$ cat config.mk
export PLATFORM = sky130hd
export DESIGN_NAME = cascade_counter
export DESIGN_NICKNAME = d
export VERILOG_FILES = /design/src/rtl/cascade_counter_pkg.sv /design/src/rtl/cascade_digit.sv /design/src/rtl/cascade_counter.sv
export SDC_FILE = /design/constraint.sdc
export NUM_CORES = 1
export LEC_CHECK = 0
export CORE_MARGIN = 3
export CORE_UTILIZATION = 34
export CTS_CLUSTER_DIAMETER = 150
export CTS_CLUSTER_SIZE = 16
export DETAILED_ROUTE_END_ITERATION = 8
export MAX_ROUTING_LAYER = met4
export RECOVER_POWER = 25
export SYNTH_ARGS = -nofsm -noshare
export SYNTH_HDL_FRONTEND = slang
export SYNTH_SLANG_ARGS = --single-unit
$ cat constraint.sdc
create_clock -name clk -period 2 [get_ports clk]
set_input_delay 0.3 -clock clk [delete_from_list [all_inputs] [get_ports clk]]
set_output_delay 0.3 -clock clk [all_outputs]
set_load 0.01 [all_outputs]
$ cat src/rtl/cascade_counter_pkg.sv
// Shared constants for the cascaded counter: default parameters, seven-segment glyphs, digit step rule.
// Latency: n/a (package only).
// Backpressure: n/a. Optional seven-segment output is enabled by CASCADE_COUNTER_SEG7_EN.
package cascade_counter_pkg;

   localparam int DEF_PRESCALE = 100;
   localparam int DEF_DIGITS   = 2;
   localparam int DEF_MODULUS  = 5;

   typedef logic [6:0] seg_t;

   // Active-high segments, bit 0 = a .. bit 6 = g, hex glyphs 0-F.
   localparam seg_t SEG_RESET = 7'b0111111;
   localparam seg_t SEG_GLYPH [16] = '{
      7'h3F, 7'h06, 7'h5B, 7'h4F, 7'h66, 7'h6D, 7'h7D, 7'h07,
      7'h7F, 7'h6F, 7'h77, 7'h7C, 7'h39, 7'h5E, 7'h79, 7'h71
   };

   // Next value of one digit: load (clamped) wins, otherwise a wrapping step or hold.
   function automatic int next_digit(input int cur, input logic step, input logic up,
                                     input logic load, input int value, input int modulus);
      if (load) begin
         return (value >= modulus) ? modulus - 1 : value;
      end
      if (!step) begin
         return cur;
      end
      if (up) begin
         return (cur == modulus - 1) ? 0 : cur + 1;
      end
      return (cur == 0) ? modulus - 1 : cur - 1;
   endfunction

endpackage

$ cat src/rtl/cascade_digit.sv
// One modulo-MODULUS digit with wrap-around up/down step and clamped synchronous load.
// Latency: one clock from step/load to digit.
// Backpressure: none; terminal flags tell the next stage when this digit is about to wrap.
module cascade_digit
   import cascade_counter_pkg::*;
#(
   parameter int MODULUS = DEF_MODULUS,
   parameter int DW      = (MODULUS <= 2) ? 1 : $clog2(MODULUS)
) (
   input  logic          clk,
   input  logic          rst,
   input  logic          step,
   input  logic          up,
   input  logic          load,
   input  logic [DW-1:0] value,
   output logic [DW-1:0] digit,
   output logic          terminal
);

   logic [DW-1:0] digit_q;
   logic [DW-1:0] digit_d;

   // Next digit value from load/step/hold.
   always_comb begin
      digit_d = DW'(next_digit(32'(digit_q), step, up, load, 32'(value), MODULUS));
   end

   // Digit register with synchronous reset to zero.
   always_ff @(posedge clk) begin
      if (rst) begin
         digit_q <= '0;
      end else begin
         digit_q <= digit_d;
      end
   end

   assign digit    = digit_q;
   // Terminal depends on the live direction so the chain is correct on the step cycle.
   assign terminal = up ? (digit_q == DW'(MODULUS - 1)) : (digit_q == '0);

endmodule

$ cat src/rtl/cascade_counter.sv
// Prescaled up/down counter built from DIGITS cascaded modulo-MODULUS digits, with load and carry.
// Latency: one clock from tick/load event to count, tick and carry; seg (CASCADE_COUNTER_SEG7_EN) tracks count.
// Backpressure: none; en freezes prescaler and digits, load and rst override counting.
module cascade_counter
   import cascade_counter_pkg::*;
#(
   parameter int PRESCALE = DEF_PRESCALE,
   parameter int DIGITS   = DEF_DIGITS,
   parameter int MODULUS  = DEF_MODULUS
) (
   input  logic                          clk,
   input  logic                          rst,
   input  logic                          en,
   input  logic                          up,
   input  logic                          load,
   input  logic [DIGITS*((MODULUS <= 2) ? 1 : $clog2(MODULUS))-1:0] load_val,
   output logic [DIGITS*((MODULUS <= 2) ? 1 : $clog2(MODULUS))-1:0] count,
   output logic                          tick,
   output logic                          carry
`ifdef CASCADE_COUNTER_SEG7_EN
   ,
   output logic [6:0]                    seg
`endif
);

   localparam int DW = (MODULUS <= 2) ? 1 : $clog2(MODULUS);
   localparam int PW = (PRESCALE <= 2) ? 1 : $clog2(PRESCALE);

   logic [PW-1:0]     presc_q;
   logic [PW-1:0]     presc_d;
   logic              tick_q;
   logic              tick_d;
   logic              carry_q;
   logic              carry_d;
   logic              tick_evt;
   logic [DIGITS-1:0] step_v;
   logic [DIGITS-1:0] term_v;

   // A tick happens at the end of a prescale period; load suppresses it.
   assign tick_evt = en && !load && (presc_q == PW'(PRESCALE - 1));

   // Prescaler next state: load clears, en advances with wrap, otherwise hold.
   always_comb begin
      presc_d = presc_q;
      if (load) begin
         presc_d = '0;
      end else if (en) begin
         presc_d = (presc_q == PW'(PRESCALE - 1)) ? '0 : presc_q + 1'b1;
      end
   end

   // Ripple the step enable up the chain: a digit steps only when every lower digit is terminal.
   always_comb begin
      step_v    = '0;
      step_v[0] = tick_evt;
      for (int i = 1; i < DIGITS; i++) begin
         step_v[i] = step_v[i-1] & term_v[i-1];
      end
      tick_d  = tick_evt;
      carry_d = tick_evt & (&term_v);
   end

   // Prescaler and pulse registers.
   always_ff @(posedge clk) begin
      if (rst) begin
         presc_q <= '0;
         tick_q  <= 1'b0;
         carry_q <= 1'b0;
      end else begin
         presc_q <= presc_d;
         tick_q  <= tick_d;
         carry_q <= carry_d;
      end
   end

   for (genvar g = 0; g < DIGITS; g++) begin : g_digit
      cascade_digit #(
         .MODULUS (MODULUS),
         .DW      (DW)
      ) u_digit (
         .clk      (clk),
         .rst      (rst),
         .step     (step_v[g]),
         .up       (up),
         .load     (load),
         .value    (load_val[g*DW +: DW]),
         .digit    (count[g*DW +: DW]),
         .terminal (term_v[g])
      );
   end

   assign tick  = tick_q;
   assign carry = carry_q;

`ifdef CASCADE_COUNTER_SEG7_EN
   seg_t seg_q;
   seg_t seg_d;

   // Decode the next value of digit 0 so seg lands in the same cycle as count.
   always_comb begin
      seg_d = SEG_GLYPH[4'(next_digit(32'(count[DW-1:0]), step_v[0], up, load,
                                      32'(load_val[DW-1:0]), MODULUS) & 32'hF)];
   end

   // Segment register, reset shows glyph 0.
   always_ff @(posedge clk) begin
      if (rst) begin
         seg_q <= SEG_RESET;
      end else begin
         seg_q <= seg_d;
      end
   end

   assign seg = seg_q;
`endif

endmodule

==> run summary <==
xor/xnor share of the synthesized area -> 7.52%
worst vdd ir -> 0.333 mV
Clk Latency, worst-skew pair -> 290 ps
cell area after synthesis -> 932 um^2
largest net degree at the start of global routing -> 14
setup violators final -> 0
status -> finished, final reports clean
Tmin final -> 1660 ps
CTS sink cnt -> 15
critical path endpoint category -> register
Hold Path Class -> reg2reg
final antenna-violating net count -> 0
share of the synthesized area in the top cell type -> 32.2%
Die X -> 58.4 um
Syn Nets -> 122
input/output buffers -> 18
Post-CTS Setup Inserts -> 0
DPL Wire Length -> 1.50 mm
sequential area share after synthesis -> 32.2%
ys flop type -> dfxtp_1
FF+latch count, synth -> 15
Mapped Cells -> 104
cell with the most instances after synthesis -> dfxtp_1
max capacitance violation total -> 0
H-tree Lvls -> 1
worst reg2reg path depth -> 6
# diodes -> 0
adder-cell share of the synthesized area -> 9.40%
Starting Density -> 36.6%
list of most frequent post-synthesis cells -> dfxtp_1 (15), nor2_1 (12), nand2_1 (9)
post-synthesis mux area share -> 3.22%
initial antenna violation count -> 0
Critical Path Source Type -> register
Cell Rows -> 18
FILL cells -> 251
CTS resizes -> 0
WHS -> 528 ps
grt ovf -> 0
largest family of logic cells by synthesized area -> simple AND/OR/NAND/NOR gates
Clk pin slew, worst setup/hold paths -> 100 ps
slew at the pin closest to its max-slew limit -> 374 ps
simple logic cell fraction of the synthesized area -> 25.8%
fraction of layout cells with a size suffix above 1 -> 10.4%
top cells by area, synth -> dfxtp_1 (32%), ha_1 (9.4%), nor2_1 (4.8%)
Async S/R FF share, synth -> 0%
Synthesis Warnings -> 0
vias in the first global route -> 727
Die Span Y -> 58.4 um
Netlist cell types -> 38
Root Buffer -> clkbuf_4
1st-pass router iterations -> 4
setup ws final -> 343 ps
Setup Slack @ Placement -> 167 ps
slew margin rel. -> 75.0%
Post-synth EDFFs -> 0
required time worst endpoint -> 2200 ps
PwrDens -> 542 nW/um^2
Max clock buf depth -> 2
Via Count -> 792
die area -> 3410 um^2
Setup Skew -> 6.21 ps
Layout area overhead -> 25.6%
GPL Wtd Cong -> 0.729
GRT Total Usage -> 12.8%
compound-gate portion of the synthesized area -> 17.3%
global-route wire length before repair -> 3.19 mm
DRC violations left -> 0
Final nets -> 144
cts hold-fix bufs -> 0
RSZ-0062 raised after global routing -> false
routed vias/inst -> 5.11
top cell type by total area after synthesis -> dfxtp_1
leak pwr -> 0.432 nW
setup TNS -> 0 ps
core area -> 2540 um^2
CTS Buf Count -> 3
crit path DAT -> 1860 ps
final hold violations -> 0
Critical Path Fanout Max -> 7
hold path depth -> 2
post-layout util -> 46.0%
class of the most critical setup path -> reg2reg
drt initial violations -> 29
max-slew violation count -> 0
CTS tree -> yes
routed len/inst -> 12.6 um
final worst-path cycle share -> 82.9%
post-layout total power -> 634 uW
fmax -> 0.603 GHz
Syn Area/Cell -> 8.96 um^2
io pins -> 19
Post-Route WL -> 1.96 mm
[per-stage QoR]
step / instances / cell area (um^2)
6_report: 155 / 1170
5_1_grt: 155 / 1170
4_1_cts: 155 / 1180
3_5_place_dp: 151 / 1150
3_3_place_gp: 151 / 1150
2_1_floorplan: 104 / 932
[worst max-delay path: stages, from the launching register on]
cell	delay [ps]
dfxtp_1	410
inv_1	110
ha_1	310
or3b_1	370
o21ai_0	80
o21ai_1	90
a221oi_2	220
[path summary, 6_finish.rpt]
kind	start	to	slack [ps]
min	presc_q[6]	presc_q[6]	530
max	g_digit[0].u_digit.digit[0]	g_digit[0].u_digit.digit[2]	340
min reg2reg	presc_q[6]	presc_q[6]	530
max reg2reg	g_digit[0].u_digit.digit[0]	g_digit[0].u_digit.digit[2]	340
[cell usage in the layout (no fill, tap or decap), types with 2 or more instances in the layout]
master | Yosys | layout
o21ai_0 | 3 | 3
a211oi_1 | 3 | 3
inv_1 | 6 | 6
o21ai_1 | 2 | 2
nor2b_1 | 3 | 3
ha_1 | 7 | 7
mux2i_1 | 3 | 3
nor3_1 | 4 | 5
buf_4 | 1 | 2
clkdlybuf4s50_1 | 0 | 16
a221oi_2 | 2 | 2
nand2_1 | 9 | 10
a21oi_1 | 2 | 2
xor2_1 | 3 | 3
a311oi_1 | 2 | 2
xnor2_1 | 5 | 5
clkbuf_4 | 0 | 3
nor2_1 | 12 | 12
nand4_1 | 2 | 2
dfxtp_1 | 15 | 15
dlygate4sd3_1 | 0 | 2
[power by group]
| part | leakage [nW] | internal, mW | switching (mW) |
|---|---|---|---|
| clock network | 0.0139 | 0.0760 | 0.106 |
| logic | 0.296 | 0.0681 | 0.0651 |
| registers | 0.122 | 0.308 | 0.0116 |
[cell type report]
type | instances | area, um^2 | area share, %
timing repair buffer | 21 | 199 | 17.0
tap | 30 | 37.5 | 3.21
clock buffer | 3 | 22.5 | 1.92
inverter | 6 | 22.5 | 1.92
sequential | 15 | 300 | 25.6
clock inverter | 1 | 7.51 | 0.641
multi-input combinational | 79 | 582 | 49.7
[logic make-up (layout without fill, tap and decap cells)]
group / count (synthesis) / after routing
buffers and inverters: 10 / 31
AOI/OAI and AO/OA: 19 / 19
and+or+nand+nor: 42 / 42
DFF: 15 / 15
adders and majority gates: 7 / 7
muxes: 3 / 3
xor gates and xnor gates: 8 / 8
[flip-flops by register name, summed over array words and instances (netlist names)]
register / cells
presc_q: 7
g_digit.u_digit.digit: 6
carry: 1
tick: 1
[metal layers]
metal	routed length, um	global-route usage (%)	part of all wire, %
met1	998	16.6	51
met3	37	2.63	1.9
met5	0	-	0
met2	892	17.9	46
met4	27	7.95	1.4
Power figures use the tool's default switching activity.
